===== src/rtl/tx_shift_ctrl_pkg.sv =====
//==============================================================================
// Module : tx_pkg
// Brief  : Shared state encoding and defaults for the tx shift-register control.
// Rev    : 1.0
//==============================================================================
`default_nettype none

package tx_pkg;

  typedef enum logic [1:0] {
    IDLE  = 2'd0,
    LOAD  = 2'd1,
    SHIFT = 2'd2
  } tx_state_t;

  localparam int DEF_NUM_BITS     = 8;
  localparam int DEF_CLKS_PER_BIT = 4;

endpackage

`default_nettype wire


===== src/rtl/tx_shift_ctrl_if.sv =====
//==============================================================================
// Module : tx_shift_ctrl_if
// Brief  : Valid/ready word handshake plus abort between word source and control.
// Rev    : 1.0
//==============================================================================
`default_nettype none

interface tx_shift_ctrl_if
  import tx_pkg::*;
#(
  parameter int NUM_BITS = DEF_NUM_BITS
);

  logic [NUM_BITS-1:0] tx_data;
  logic                tx_valid;
  logic                tx_ready;
  logic                tx_abort;

  modport master (
    output tx_data,
    output tx_valid,
    output tx_abort,
    input  tx_ready
  );

  modport slave (
    input  tx_data,
    input  tx_valid,
    input  tx_abort,
    output tx_ready
  );

endinterface

`default_nettype wire


===== src/rtl/tx_shift_ctrl_bit_timer.sv =====
//==============================================================================
// Module : tx_bit_timer
// Brief  : Bit-period counter; bit_tick on the last clock of each bit period.
// Rev    : 1.0
//==============================================================================
`default_nettype none

module tx_bit_timer
  import tx_pkg::*;
#(
  parameter int CLKS_PER_BIT = DEF_CLKS_PER_BIT
) (
  input  logic clk,
  input  logic n_rst,
  input  logic clear,
  output logic bit_tick
);

  localparam int                c_CNT_W = (CLKS_PER_BIT > 2) ? $clog2(CLKS_PER_BIT) : 1;
  localparam logic [c_CNT_W-1:0] c_LAST = c_CNT_W'(CLKS_PER_BIT - 1);

  logic [c_CNT_W-1:0] r_cnt;
  logic               w_at_last;

  assign w_at_last = (r_cnt == c_LAST);
  assign bit_tick  = w_at_last && !clear;

  always_ff @(posedge clk or negedge n_rst) begin
    if (!n_rst) begin
      r_cnt <= '0;
    end else if (clear || w_at_last) begin
      r_cnt <= '0;
    end else begin
      r_cnt <= r_cnt + c_CNT_W'(1);
    end
  end

endmodule

`default_nettype wire


===== src/rtl/tx_shift_ctrl.sv =====
//==============================================================================
// Module : tx_shift_ctrl
// Brief  : Drives load/shift/clear of the tx shift register, one bit per
//          CLKS_PER_BIT clocks, MSB first. Optional macro TX_PARITY_EN.
// Rev    : 1.0
//==============================================================================
`default_nettype none

module tx_shift_ctrl
  import tx_pkg::*;
#(
  parameter int NUM_BITS     = DEF_NUM_BITS,
  parameter int CLKS_PER_BIT = DEF_CLKS_PER_BIT
) (
  input  logic                clk,
  input  logic                n_rst,
  tx_shift_ctrl_if.slave      tx_bus,
  output logic                load_enable,
  output logic [NUM_BITS-1:0] parallel_in,
  output logic                shift_enable,
  output logic                serial_in,
  output logic                s_reset,
  output logic                tx_active,
  output logic                word_done
);

`ifdef TX_PARITY_EN
  localparam int c_WORD_BITS = NUM_BITS + 1;
`else
  localparam int c_WORD_BITS = NUM_BITS;
`endif
  localparam int                 c_CNT_W    = $clog2(c_WORD_BITS);
  localparam logic [c_CNT_W-1:0] c_LAST_BIT = c_CNT_W'(c_WORD_BITS - 1);

  tx_state_t          r_state;
  tx_state_t          w_next_state;
  logic [c_CNT_W-1:0] r_bit_cnt;
  logic               w_bit_tick;
  logic               w_ready;
  logic               w_accept;

  tx_bit_timer #(
    .CLKS_PER_BIT (CLKS_PER_BIT)
  ) u_bit_timer (
    .clk      (clk),
    .n_rst    (n_rst),
    .clear    (r_state != SHIFT),
    .bit_tick (w_bit_tick)
  );

  always_ff @(posedge clk or negedge n_rst) begin
    if (!n_rst) begin
      r_state <= IDLE;
    end else begin
      r_state <= w_next_state;
    end
  end

  // Abort overrides everything, including forcing tx_ready low so no word is taken.
  always_comb begin
    w_next_state = r_state;
    w_ready      = 1'b0;
    load_enable  = 1'b0;
    shift_enable = 1'b0;
    word_done    = 1'b0;
    case (r_state)
      IDLE: begin
        w_ready = 1'b1;
      end
      LOAD: begin
        load_enable  = 1'b1;
        w_next_state = SHIFT;
      end
      SHIFT: begin
        if (w_bit_tick) begin
          if (r_bit_cnt != c_LAST_BIT) begin
            shift_enable = 1'b1;
          end else begin
            word_done    = 1'b1;
            w_ready      = 1'b1;
            w_next_state = IDLE;
          end
        end
      end
      default: begin
        w_next_state = IDLE;
      end
    endcase
    if (tx_bus.tx_abort) begin
      w_ready      = 1'b0;
      load_enable  = 1'b0;
      shift_enable = 1'b0;
      word_done    = 1'b0;
      w_next_state = IDLE;
    end else if (w_ready && tx_bus.tx_valid) begin
      w_next_state = LOAD;
    end
  end

  assign w_accept        = w_ready && tx_bus.tx_valid;
  assign tx_bus.tx_ready = w_ready;
  assign s_reset         = (r_state == IDLE);
  assign tx_active       = (r_state == SHIFT);

  always_ff @(posedge clk or negedge n_rst) begin
    if (!n_rst) begin
      r_bit_cnt <= '0;
    end else if (r_state == LOAD) begin
      r_bit_cnt <= '0;
    end else if ((r_state == SHIFT) && w_bit_tick) begin
      r_bit_cnt <= r_bit_cnt + c_CNT_W'(1);
    end
  end

  always_ff @(posedge clk or negedge n_rst) begin
    if (!n_rst) begin
      parallel_in <= '0;
    end else if (w_accept) begin
      parallel_in <= tx_bus.tx_data;
    end
  end

`ifdef TX_PARITY_EN
  // Parity is fed into the LSB on every shift, so it reaches the line after the data bits.
  logic r_parity;

  always_ff @(posedge clk or negedge n_rst) begin
    if (!n_rst) begin
      r_parity <= 1'b0;
    end else if (w_accept) begin
      r_parity <= ^tx_bus.tx_data;
    end
  end

  assign serial_in = r_parity;
`else
  assign serial_in = 1'b0;
`endif

endmodule

`default_nettype wire


===== src/flat_wrapper.sv =====
// flat-port wrapper written by rule: the top's interface ports become plain ports
module tx_shift_ctrl_flat import tx_pkg::*;
#(
  parameter int NUM_BITS     = DEF_NUM_BITS,
  parameter int CLKS_PER_BIT = DEF_CLKS_PER_BIT
)
  (clk, n_rst, load_enable, parallel_in, shift_enable, serial_in, s_reset, tx_active, word_done, tx_bus_tx_data, tx_bus_tx_valid, tx_bus_tx_abort, tx_bus_tx_ready);
  tx_shift_ctrl_if #(.NUM_BITS(NUM_BITS)) tx_bus_i ();
  input  logic clk;
  input  logic n_rst;
  output logic load_enable;
  output logic [NUM_BITS-1:0] parallel_in;
  output logic shift_enable;
  output logic serial_in;
  output logic s_reset;
  output logic tx_active;
  output logic word_done;
  input wire logic [$bits(tx_bus_i.tx_data)-1:0] tx_bus_tx_data;
  input wire logic [$bits(tx_bus_i.tx_valid)-1:0] tx_bus_tx_valid;
  input wire logic [$bits(tx_bus_i.tx_abort)-1:0] tx_bus_tx_abort;
  output wire logic [$bits(tx_bus_i.tx_ready)-1:0] tx_bus_tx_ready;
  assign tx_bus_i.tx_data = tx_bus_tx_data;
  assign tx_bus_i.tx_valid = tx_bus_tx_valid;
  assign tx_bus_i.tx_abort = tx_bus_tx_abort;
  assign tx_bus_tx_ready = tx_bus_i.tx_ready;
  tx_shift_ctrl #(.NUM_BITS(NUM_BITS), .CLKS_PER_BIT(CLKS_PER_BIT)) u_core (.clk(clk), .n_rst(n_rst), .tx_bus(tx_bus_i), .load_enable(load_enable), .parallel_in(parallel_in), .shift_enable(shift_enable), .serial_in(serial_in), .s_reset(s_reset), .tx_active(tx_active), .word_done(word_done));
endmodule

===== config.mk =====
export PLATFORM = sky130hd
export DESIGN_NAME = tx_shift_ctrl_flat
export DESIGN_NICKNAME = d
export VERILOG_FILES = /design/src/rtl/tx_shift_ctrl_pkg.sv /design/src/rtl/tx_shift_ctrl_if.sv /design/src/rtl/tx_shift_ctrl_bit_timer.sv /design/src/rtl/tx_shift_ctrl.sv /design/src/flat_wrapper.sv
export SDC_FILE = /design/constraint.sdc
export NUM_CORES = 1
export LEC_CHECK = 0
export CAP_MARGIN = 10
export CORE_AREA = 5 5 48 50
export CTS_CLUSTER_SIZE = 20
export DETAILED_ROUTE_END_ITERATION = 7
export DIE_AREA = 0 0 53 55
export GPL_TIMING_DRIVEN = 0
export PLACE_DENSITY = 0.72
export SLEW_MARGIN = 20
export SYNTH_ARGS = -nofsm -noshare
export SYNTH_HDL_FRONTEND = slang
export SYNTH_SLANG_ARGS = --single-unit
export TNS_END_PERCENT = 20

===== constraint.sdc =====
create_clock -name clk -period 1.95 [get_ports clk]
set_input_delay 0.195 -clock clk [delete_from_list [all_inputs] [get_ports clk]]
set_output_delay 0.195 -clock clk [all_outputs]
set_load 0.05 [all_outputs]

# Word level (Yosys, flattened, before mapping)
# Cells that the tools add are included.
dict set report classes {
  n_addsub 2
  n_mul 0
  n_div 0
  n_lt_le_gt_ge 0
  eq_ne 8
  shifts 0
  muxes 20
  bitwise 0
  n_reduce_logical 9
}
# operator count
set ops {}
lappend ops {{$mux W1} 11}
lappend ops {{$mux W2} 5}
lappend ops {{$mux W3} 2}
lappend ops {{$pmux W2 S3} 1}
lappend ops {{$eq A2 B2 Y1 const B} 2}
lappend ops {{$logic_and A1 B1 Y1} 4}
lappend ops {{$ne A4 B1 Y1 const B} 1}
lappend ops {{$ne A4 B4 Y1 const B} 1}
lappend ops {{$add A3 B1 Y3 const B} 1}
lappend ops {{$ne A3 B1 Y1 const B} 1}
lappend ops {{$ne A3 B3 Y1 const B} 1}
lappend ops {{$reduce_and A3 Y1} 1}
lappend ops {{$add A2 B1 Y2 const B} 1}
lappend ops {{$eq A2 B1 Y1 const B} 1}
lappend ops {{$logic_not A2 Y1} 1}
lappend ops {{$ne A2 B2 Y1 const B} 1}
lappend ops {{$pmux W1 S2} 1}
lappend ops {{$reduce_bool A2 Y1} 1}
lappend ops {{$logic_not A1 Y1} 1}
lappend ops {{$logic_or A1 B1 Y1} 1}
dict set report word_totals {
  register_bits 15
  latch_bits 0
  mem_bits_rw 0
  mem_bits_ro 0
  out_inout_bits 15
  n_memories 0
}

# Logic depth before layout (Yosys ltp)
# Gate-level depths: netlist (run 1).
dict set report logic_depth {
  depth_word 8
  ltp_mapped 5
  depth_no_buf 5
}

# Hierarchy
# A second synthesis (run 1) with hierarchy kept.
dict set report hier_totals {
  cells_unflattened 53
  area_unflattened_um2 710.7
}
# module n_inst cells_per_inst area_each_um2 seq_area_each_um2
set modules_own_cells {}
lappend modules_own_cells {tx_shift_ctrl 1 47 624.3 325.3}
lappend modules_own_cells {tx_bit_timer 1 6 86.3 50.0}

# Worst setup path before layout (run 1)
# OpenSTA, ideal clock, no wires.
dict set report synth_timing {
  path_type {register to output}
  from {reg u_core.r_bit_cnt[0]}
  to {out shift_enable}
  arrival_time_ns 2.466
  path_slack_ns -0.711
  path_stages_with_launch 4
  n_path_buf 0
  cell_sequence {dfrtp_1 ha_1 ha_1 nor4b_1}
}
dict set report synth_between {
  elab_chain_cells 5
}
# element line
set synth_rtl {}
lappend synth_rtl {{start, declared} tx_shift_ctrl.sv:37} ;# logic [c_CNT_W-1:0] r_bit_cnt;
lappend synth_rtl {{start signal, assigned} tx_shift_ctrl.sv:111} ;# r_bit_cnt <= r_bit_cnt + c_CNT_W'(1);
lappend synth_rtl {{$ne A3 B3 Y1} tx_shift_ctrl.sv:76} ;# if (r_bit_cnt != c_LAST_BIT) begin
lappend synth_rtl {{$mux W1} tx_shift_ctrl.sv:76}
lappend synth_rtl {{$mux W1} tx_shift_ctrl.sv:75} ;# if (w_bit_tick) begin
lappend synth_rtl {{$mux W1} tx_shift_ctrl.sv:66} ;# case (r_state)
lappend synth_rtl {{$mux W1} tx_shift_ctrl.sv:89} ;# if (tx_bus.tx_abort) begin
lappend synth_rtl {{end, declared} flat_wrapper.sv:13} ;# output logic shift_enable;
# No other way between the ends.

# Final worst setup path (run 1)
# Same ends and word-level chain as after synthesis.

==> impl_metrics.json, run 1 <==
{
  "status": "completed",
  "io_pins": 27,
  "p_clk_share_pct": 19.6,
  "switching_power_mw": 0.3360,
  "grt_pass1_vias": 601,
  "via_per_inst": 4.611,
  "power.leakage_nw": 0.4519,
  "antenna_found_initial": 0,
  "grt.met3_usage_pct": 3.753,
  "slew_violations": 0,
  "start_util_pct": 37.57,
  "cp_max_fo": 4,
  "nets": 102,
  "relSlewSlack_pct": 55.23,
  "crit_slowest_cell": "dfrtp_1",
  "placed_cell_area_sq_um": 994.7,
  "syn_to_final_growth_pct": 45.26,
  "cts_buffers": 3,
  "avgSynthCellArea_sq_um": 12.49,
  "syn_area_sq_um": 699.4,
  "synth-simple-area-share_pct": 15.92,
  "clkTransAtPathRegs_ns": 0.09,
  "muxShareOfSynthArea_pct": 12.88,
  "drt_first_pass_iters": 3,
  "yosys_warnings": 0,
  "post_synth_fa_ha_maj_area_fraction_pct": 5.367,
  "arrival_ns": 1.65,
  "synthXorXnorAreaFrac_pct": 0,
  "slowest_delay_ns": 0.42,
  "port_buffers": 25,
  "seq_area_frac_synth_pct": 53.67,
  "drt_iter0_drc": 2,
  "stdcell_count": 113,
  "min_path_type": "input port to async pin",
  "synth_top_family_by_area": "simple AND/OR/NAND/NOR gates",
  "async_flop_share_pct": 100.0,
  "track_usage_pct": 11.68,
  "finalWirelength_um": 1382,
  "dieArea_sq_mm": 0.002915,
  "power_density_mw_per_mm2": 877.5,
  "ys_ff_latch": 15,
  "vdd_ir_drop_max_v": 0.0007499,
  "yosys-top-cells-count": "15 x dfrtp_1, 8 x mux2_2, 4 x nand2_1",
  "crit_type": "flip-flop to primary output",
  "clockRootBuffer": "clkbuf_4",
  "fin_ws_ns": 0.1031,
  "crit_family": "adder cells",
  "synth-compound-area-share_pct": 8.945,
  "vias": 521,
  "cts_hold_buf": 0,
  "start_kind": "flip-flop",
  "clock.fmax_mhz": 541.5,
  "core_area_sq_mm": 0.001862,
  "synth_area_leaders": "dfrtp_1 54%, mux2_2 13%, ha_1 5.4%, a22o_1 3.8%, nor4b_4 3.4%",
  "hpwl_um": 1047,
  "use_met1_pct": 14.21,
  "drc": 0,
  "combPwrFrac_pct": 38.3,
  "design_area_sq_mm": 0.001016,
  "ant_nets": 0,
  "required_ns": 1.75,
  "clock_path_buffers": 2,
  "post-place-ws_ns": -0.1709,
  "gr-usage-met2_pct": 18.39,
  "cp_common_cell": "ha_1",
  "crit_buf_inv": 1,
  "drt-wirelength-per-cell_um": 12.23,
  "period_share_pct": 94.71,
  "die_w_um": 53,
  "rsz0062_at_grt": "true",
  "min_period_ns": 1.847,
  "synth_area_leader_cell": "dfrtp_1",
  "synth-edff-count": 0,
  "place.gp.congestion": 0.6845,
  "hold_viol": 0,
  "power_mw": 0.8915,
  "critPathCaptureType": "primary output",
  "grt_overflow_total": 0,
  "dp.cells": 108,
  "swShare_pct": 37.69,
  "worst_pin_slew_ns": 0.6694,
  "h-tree-depth": 1,
  "clkSinkCount": 15,
  "whs_ns": 0.3188,
  "p_seq_share_pct": 42.1,
  "maxCapViolations": 0,
  "cts_tree": "yes",
  "n_antenna_cell": 0,
  "synthCells": 56,
  "synth_top_area_share_pct": 53.67,
  "skew_ns": 0.004948,
  "setup_viol": 0,
  "synth_most_common_cell": "dfrtp_1",
  "die_y_um": 55,
  "clkLatencyLatePin_ns": 0.28,
  "crit_chain": "ha_1, ha_1, nor4b_2, clkbuf_4",
  "grt_busiest_layer": "met2",
  "intPower_mw": 0.5555,
  "ys_types": 20,
  "drive_gt1_share_pct": 26.74,
  "synth_nets": 71,
  "core.rowCount": 16,
  "synth_flop_cell": "dfrtp_1",
  "grt_max_degree": 16,
  "grt_pass1_wl_um": 2463
}
-- worst paths after layout --
check                                                      start                                    end  slack [ns]  depth (start not counted)
max                              u_core.r_bit_cnt[0]$_DFFE_PN0P_                           shift_enable        0.10                          4
min                                                        n_rst      u_core.parallel_in[3]$_DFFE_PN0P_        0.32                          1
max reg2reg                      u_core.r_bit_cnt[0]$_DFFE_PN0P_      u_core.parallel_in[5]$_DFFE_PN0P_        0.15                          6
min reg2reg                u_core.u_bit_timer.r_cnt[0]$_DFF_PN0_  u_core.u_bit_timer.r_cnt[0]$_DFF_PN0_        0.45                          1
max in group asynchronous                                  n_rst        u_core.r_bit_cnt[2]$_DFFE_PN0P_        1.20                          1
min in group clk           u_core.u_bit_timer.r_cnt[0]$_DFF_PN0_  u_core.u_bit_timer.r_cnt[0]$_DFF_PN0_        0.45                          1
-- per-stage QoR --
stage                     util [%]  TNS [ns]
after floorplan                  -  -0.02357
final                        54.57         0
after CTS                    54.23   -0.1554
after global routing         54.57  -0.05908
after detailed placement     53.43   -0.3965
after global placement       53.43   -0.3529
-- state kept, by name (all words and copies together) (netlist names) --
name	count
u_core.parallel_in	8
u_core.r_bit_cnt	3
u_core.r_state	2
u_core.u_bit_timer.r_cnt	2
-- cells by family after synthesis --
logic type	after synthesis
simple gates	16
flops	15
compound gates	9
mux	8
buf+inv	4
fa+ha+maj	3
other cells	1
-- repair_timing --
action	4_1_cts	5_1_grt
buffers inserted	0	1
gates resized for setup	17	3
cloned	0	0
pin swaps	0	1
setup endpoints to repair	14	11
hold endpoints to repair	0	0
-- metal layers --
layer  routed length, um  share of wire (%)
met5                   0                  0
met4                  15                1.1
met3                 121                8.8
met2                 580                 42
met1                 664                 48
-- cells in the final DEF, fill, tap and decap left out, types with 2 or more instances in the layout --
cell type | Yosys | layout
clkdlybuf4s50_1 | 0 | 19
dfrtp_1 | 15 | 15
mux2_2 | 8 | 8
nand2_1 | 4 | 4
clkbuf_4 | 0 | 4
o21ai_0 | 3 | 3
a22o_1 | 3 | 3
ha_1 | 3 | 3
nor2_1 | 2 | 2
nand2b_1 | 2 | 2
inv_1 | 2 | 2
a21oi_1 | 2 | 2
or2b_1 | 2 | 2
buf_4 | 1 | 2
dlygate4sd2_1 | 0 | 2
-- worst register-to-register path: cells and delay by family, from the launching register on --
family                     cells  cell delay [ns]
and+or+nand+nor                1             0.27
muxes                          1             0.34
buffers and inverters          1             0.21
adders and majority gates      2             0.36
AOI/OAI and AO/OA              1             0.10
DFF                            1             0.40
-- cell type report --
type | count | area, sq um
Tap cell | 27 | 33.78
Inverter | 2 | 7.507
Multi-Input combinational cell | 37 | 316.6
Timing Repair Buffer | 26 | 244.0
Clock inverter | 1 | 5.005
Clock buffer | 3 | 22.52
Fill cell | 170 | 845.8
Buffer | 2 | 11.26
Sequential cell | 15 | 375.4
-- power groups by stage --
stage | clock network [mW] | logic (mW) | registers [mW]
after floorplan | 0 | 0.0892 | 0.509
after global placement | 0 | 0.347 | 0.378
after detailed placement | 0 | 0.348 | 0.381
after CTS | 0.180 | 0.345 | 0.375
after global routing | 0.196 | 0.360 | 0.381
final | 0.175 | 0.342 | 0.375
(Power assumes the default switching activity.)
==> run 2, diff against run 1 <==
--- a/config.mk
+++ b/config.mk
@@ -11,9 +11,11 @@
 export DETAILED_ROUTE_END_ITERATION = 7
 export DIE_AREA = 0 0 53 55
 export GPL_TIMING_DRIVEN = 0
-export PLACE_DENSITY = 0.72
+export PLACE_DENSITY = 0.73
+export SKIP_CTS_REPAIR_TIMING = 1
 export SLEW_MARGIN = 20
 export SYNTH_ARGS = -nofsm -noshare
 export SYNTH_HDL_FRONTEND = slang
+export SYNTH_HIERARCHICAL = 1
 export SYNTH_SLANG_ARGS = --single-unit
 export TNS_END_PERCENT = 20
==> run 2 against run 1 <==
Die area did not move. Synthesized area rose by 1.6%. Final area rose by 11%. The flow now finishes with violations (negative setup slack). Critical path type unchanged. Clock power barely moved. Clock skew rose by 0.0037 ns.
==> impl_metrics.json, run 2 <==
{
  "status": "finished with violations",
  "violations": "negative setup slack",
  "most-common-layout-cells": "19 x clkdlybuf4s50_1, 14 x dfrtp_1, 7 x mux2_4",
  "skew_ns": 0.008599,
  "synthCells": 53,
  "yosys_warnings": 6,
  "core.rowCount": 16,
  "die_y_um": 55,
  "synth_most_common_cell": "dfrtp_1",
  "drt-wirelength-per-cell_um": 14.82,
  "period_share_pct": 101.2,
  "required_ns": 1.75,
  "relSlewSlack_pct": 55.11,
  "critPathCaptureType": "primary output",
  "reg_top3": "u_core/parallel_in: 8 flops, u_core/r_bit_cnt: 3 flops",
  "dieArea_sq_mm": 0.002915,
  "ant_nets": 0,
  "io_pins": 27,
  "synth-edff-count": 0,
  "cts_buffers": 3,
  "async_flop_share_pct": 100.0,
  "h-tree-depth": 1,
  "min_path_type": "input port to async pin",
  "ys_ff_latch": 15,
  "cts_tree": "yes",
  "ys_types": 18,
  "post_synth_fa_ha_maj_area_fraction_pct": 5.282,
  "power_density_mw_per_mm2": 825.2,
  "synth_nets": 68,
  "synth-simple-area-share_pct": 14.61,
  "crit_type": "flip-flop to primary output",
  "grt_pass1_wl_um": 2332,
  "cp_max_fo": 3,
  "maxCapViolations": 0,
  "via_per_inst": 4.813,
  "place.gp.congestion": 0.6384,
  "muxShareOfSynthArea_pct": 14.26,
  "clock_path_buffers": 2,
  "grt_overflow_total": 0,
  "drive_gt1_share_pct": 36.47,
  "grt_max_degree": 16,
  "track_usage_pct": 11.50,
  "min_period_ns": 1.973,
  "final_common_cell": "clkdlybuf4s50_1",
  "drt_first_pass_iters": 4,
  "antenna_found_initial": 0,
  "final_util_pct": 60.69,
  "setup_viol": 2,
  "start_kind": "flip-flop",
  "arrival_ns": 1.78,
  "largest_reg_flops": 8,
  "synth_area_leaders": "dfrtp_1 53%, mux2_2 14%, a22o_1 6.2%, ha_1 5.3%, nor2b_1 3.5%",
  "synth_top_area_share_pct": 52.82,
  "drt_iter0_drc": 14,
  "post-place-ws_ns": -0.2636,
  "clkLatencyLatePin_ns": 0.28,
  "hpwl_um": 1069,
  "hold_viol": 0,
  "avgSynthCellArea_sq_um": 13.41,
  "slew_violations": 0,
  "n_antenna_cell": 0,
  "vdd_ir_drop_max_v": 0.0005761,
  "clkSinkCount": 15,
  "fin_ws_ns": -0.02268,
  "synth_area_leader_cell": "dfrtp_1",
  "vias": 539,
  "start_util_pct": 38.17,
  "port_buffers": 25,
  "clkTransAtPathRegs_ns": 0.09,
  "synth-compound-area-share_pct": 10.21,
  "regMostFlops": "u_core/parallel_in",
  "die_w_um": 53,
  "drc": 0,
  "finalWirelength_um": 1660,
  "synthXorXnorAreaFrac_pct": 0,
  "clock.fmax_mhz": 506.9,
  "syn_area_sq_um": 710.7,
  "worst_pin_slew_ns": 0.6712,
  "clockRootBuffer": "clkbuf_4",
  "synth_flop_cell": "dfrtp_1",
  "yosys-top-cells-count": "15 x dfrtp_1, 9 x mux2_2, 5 x a22o_1",
  "rsz0062_at_grt": "true",
  "nets": 101,
  "seq_area_frac_synth_pct": 52.82,
  "synth_top_family_by_area": "simple AND/OR/NAND/NOR gates",
  "syn_to_final_growth_pct": 58.98,
  "power.leakage_nw": 0.5339,
  "core_area_sq_mm": 0.001862,
  "grt_pass1_vias": 552
}
[run 2: cell count changes after synthesis, sizes merged, moves of 2 or more]
cell,delta
a22o,+2
nand2,-3
nand2b,-2
nor2b,+4
o21ai,-3
or2b,-2
[run 2: kinds of logic (layout without fill, tap and decap cells)]
group | after synthesis | in the layout
muxes | 9 | 9
other | 1 | 1
adders and majority gates | 3 | 3
DFF | 15 | 15
and+or+nand+nor | 14 | 14
AOI/OAI and AO/OA | 8 | 8
buffers and inverters | 3 | 35
[run 2: cell type report]
class	instances	area [sq um]
Buffer	2	18.77
Clock buffer	3	22.52
Clock inverter	1	5.005
Fill cell	160	732.0
Inverter	1	6.256
Multi-Input combinational cell	35	385.4
Sequential cell	15	376.6
Tap cell	27	33.78
Timing Repair Buffer	28	281.5
[run 2: critical path, cell delays in order (launching register included)]
cell and delay [ns]:
dfrtp_1 0.43, ha_1 0.22, ha_1 0.26, nor4b_4 0.28, clkbuf_2 0.31
[run 2: worst paths after layout]
check	start	end	slack (ns)	depth (start not counted)
max in group asynchronous	n_rst	u_core/r_state[1]$_DFFE_PN0P_	1.16	1
min reg2reg	u_core/u_bit_timer/r_cnt[0]$_DFF_PN0_	u_core/u_bit_timer/r_cnt[0]$_DFF_PN0_	0.44	1
min in group clk	u_core/u_bit_timer/r_cnt[0]$_DFF_PN0_	u_core/u_bit_timer/r_cnt[0]$_DFF_PN0_	0.44	1
max	u_core/r_bit_cnt[0]$_DFFE_PN0P_	shift_enable	-0.02	4
min	n_rst	u_core/parallel_in[3]$_DFFE_PN0P_	0.31	1
max reg2reg	u_core/r_state[0]$_DFFE_PN0P_	u_core/parallel_in[1]$_DFFE_PN0P_	-0.01	8
[run 2: stage by stage]
step           power, mW  hold WS, ns  setup TNS (ns)  instance area, sq um  cells
6_report          0.9323       0.3149        -0.03281                  1130    112
5_1_grt           0.9867       0.3496         -0.6645                  1130    112
4_1_cts           0.9164       0.3255          -4.440                  1065    109
3_5_place_dp      0.7357       0.4318          -2.810                  1037    105
3_3_place_gp      0.7335       0.4273          -2.638                  1037    105
2_1_floorplan     0.6057      -0.1006          -2.266                 753.2     53
[run 2: metal layers]
layer / vias to the layer above / track usage, % / share of wire, %
met2: 21 / 19.01 / 50
met3: 2 / 5.898 / 10
li1: 254 / - / -
met1: 262 / 11.35 / 39
met4: 0 / 7.660 / 0.78
met5: - / 0 / 0
[run 2: where the power goes]
group          internal, mW  switching (mW)
logic                 0.159           0.224
clock network        0.0760          0.0969
registers             0.352          0.0239
==> run 3, diff against run 2 <==
--- a/config.mk
+++ b/config.mk
@@ -6,14 +6,14 @@
 export NUM_CORES = 1
 export LEC_CHECK = 0
 export CAP_MARGIN = 10
-export CORE_AREA = 5 5 48 50
+export CORE_AREA = 5 5 49 51
+export CTS_BUF_LIST = sky130_fd_sc_hd__clkbuf_8
 export CTS_CLUSTER_SIZE = 20
 export DETAILED_ROUTE_END_ITERATION = 7
-export DIE_AREA = 0 0 53 55
+export DIE_AREA = 0 0 54 56
 export GPL_TIMING_DRIVEN = 0
-export PLACE_DENSITY = 0.73
+export PLACE_DENSITY = 0.7
 export SKIP_CTS_REPAIR_TIMING = 1
-export SLEW_MARGIN = 20
 export SYNTH_ARGS = -nofsm -noshare
 export SYNTH_HDL_FRONTEND = slang
 export SYNTH_HIERARCHICAL = 1
==> run 3 against run 2 <==
The run now ends clean. Non-clock buffer count down 2. Die area is 3.7% higher. Worst hold slack better by 0.053 ns. Clock skew is 0.0059 ns lower. Sequential cell count is the same. Final cell count is 1.8% lower. Critical path type is now flip-flop to flip-flop. Largest cell class is now sequential cells. Largest power group is now registers.
==> impl_metrics.json, run 3 (same netlist as run 2, synthesis figures left out) <==
{
  "track_usage_pct": 11.10,
  "critPathCaptureType": "flip-flop",
  "ant_nets": 0,
  "cts_buffers": 3,
  "die_y_um": 56,
  "reg_top3": "u_core/parallel_in: 8 flops, u_core/r_bit_cnt: 3 flops",
  "wl_met3_um": 169,
  "rsz0062_at_grt": "true",
  "skew_ns": 0.002661,
  "core_area_sq_mm": 0.001902,
  "n_antenna_cell": 0,
  "most-common-layout-cells": "20 x clkdlybuf4s50_1, 14 x dfrtp_1, 9 x mux2_2",
  "status": "completed",
  "drt-wirelength-per-cell_um": 13.31,
  "grt_max_degree": 16,
  "finalWirelength_um": 1464,
  "syn_to_final_growth_pct": 54.75,
  "drc": 0,
  "crit_family": "simple AND/OR/NAND/NOR gates",
  "vdd_ir_drop_max_v": 0.0005744,
  "largest_reg_flops": 8,
  "stdcell_count": 110,
  "cp_max_fo": 10,
  "crit_type": "flip-flop to flip-flop",
  "start_util_pct": 37.37,
  "final_util_pct": 57.83,
  "via_per_inst": 4.764,
  "clkTransAtPathRegs_ns": 0.06,
  "hold_viol": 0,
  "slowest_delay_ns": 0.38,
  "relSlewSlack_pct": 54.91,
  "cts_tree": "yes",
  "grt_pass1_vias": 568,
  "core.rowCount": 16,
  "dp.cells": 105,
  "min_path_type": "input port to async pin",
  "crit_slowest_cell": "dfrtp_1",
  "arrival_ns": 2.06,
  "antenna_found_initial": 0,
  "io_pins": 27,
  "slew_violations": 0,
  "die_w_um": 54,
  "period_share_pct": 99.24,
  "maxCapViolations": 0,
  "worst_pin_slew_ns": 0.6742,
  "drive_gt1_share_pct": 33.73,
  "drt_first_pass_iters": 3,
  "clockRootBuffer": "clkbuf_8",
  "setup_viol": 0,
  "power_mw": 0.9696,
  "clkLatencyLatePin_ns": 0.24,
  "rrSetupSlack_ns": 0.01,
  "power_density_mw_per_mm2": 881.6,
  "fin_ws_ns": 0.01476,
  "grt_overflow_total": 0,
  "wl_met2_um": 707,
  "crit_buf_inv": 3,
  "regMostFlops": "u_core/parallel_in",
  "drt_iter0_drc": 4,
  "post-place-ws_ns": -0.2632,
  "clock_path_buffers": 2,
  "port_buffers": 25,
  "place.gp.congestion": 0.7448,
  "dieArea_sq_mm": 0.003024,
  "start_kind": "flip-flop",
  "grt_pass1_wl_um": 2511,
  "clkSinkCount": 15,
  "hpwl_um": 1116,
  "min_period_ns": 1.935,
  "final_common_cell": "clkdlybuf4s50_1",
  "h-tree-depth": 1,
  "nets": 99,
  "clock.fmax_mhz": 516.7,
  "power.leakage_nw": 0.5016,
  "vias": 524,
  "crit_chain": "buf_6, nor2b_4, inv_4, nor2b_4, a21boi_4, nor4b_4, buf_6, mux2_2",
  "required_ns": 2.07,
  "m1WireLength_um": 586,
  "top_layer_used": "met3"
}
==> run 3: changes by cell type in the layout (fill, tap and decap cells not counted), sizes merged <==
cell and change:
clkdlybuf4s50 +1, buf -2, inv +1, clkinv -1, dlymetal6s2s -1
==> run 3: routing by layer <==
layer  vias up  track usage [%]
met5         -                0
met4         0            4.270
met3         0            5.362
met2        19            16.78
li1        249                -
met1       256            13.27
==> run 3: worst register-to-register path, cell delays in order (launching register included) <==
cell	delay (ns)
dfrtp_1	0.38
buf_6	0.15
nor2b_4	0.15
inv_4	0.07
nor2b_4	0.18
a21boi_4	0.09
nor4b_4	0.28
buf_6	0.18
mux2_2	0.34
==> run 3: power breakdown <==
group | total (mW) | leakage, nW | internal, mW | switching, mW
clock | 0.234 | 0.0269 | 0.139 | 0.0950
sequential | 0.376 | 0.189 | 0.353 | 0.0228
combinational | 0.360 | 0.286 | 0.139 | 0.222
==> run 3: final timing paths <==
path                                                       start                                    end  cells after the start
setup reg to reg                   u_core/r_state[0]$_DFFE_PN0P_      u_core/parallel_in[6]$_DFFE_PN0P_                      8
hold / removal                                             n_rst        u_core/r_bit_cnt[1]$_DFFE_PN0P_                      1
max in group asynchronous                                  n_rst          u_core/r_state[1]$_DFFE_PN0P_                      1
setup / recovery                   u_core/r_state[0]$_DFFE_PN0P_      u_core/parallel_in[6]$_DFFE_PN0P_                      8
hold reg to reg            u_core/u_bit_timer/r_cnt[0]$_DFF_PN0_  u_core/u_bit_timer/r_cnt[0]$_DFF_PN0_                      1
min in group clk           u_core/u_bit_timer/r_cnt[0]$_DFF_PN0_  u_core/u_bit_timer/r_cnt[0]$_DFF_PN0_                      1
==> run 3: cell type report <==
| type | instances | area [sq um] |
|---|---|---|
| buffer | 2 | 18.77 |
| inverter | 1 | 6.256 |
| clock inverter | 1 | 3.754 |
| multi-input combinational | 35 | 359.1 |
| sequential | 15 | 376.6 |
| timing repair buffer | 26 | 260.3 |
| clock buffer | 3 | 41.29 |
| tap | 27 | 33.78 |
| fill | 162 | 802.0 |
==> run 3: through the flow <==
step | area [sq um] | hold WS (ns) | setup TNS (ns)
3_5_place_dp | 1037 | 0.4349 | -2.809
6_report | 1100 | 0.3682 | 0
4_1_cts | 1082 | 0.3874 | -4.014
5_1_grt | 1100 | 0.4205 | -0.6747
2_1_floorplan | 753.2 | -0.1006 | -2.266
3_3_place_gp | 1037 | 0.4315 | -2.520
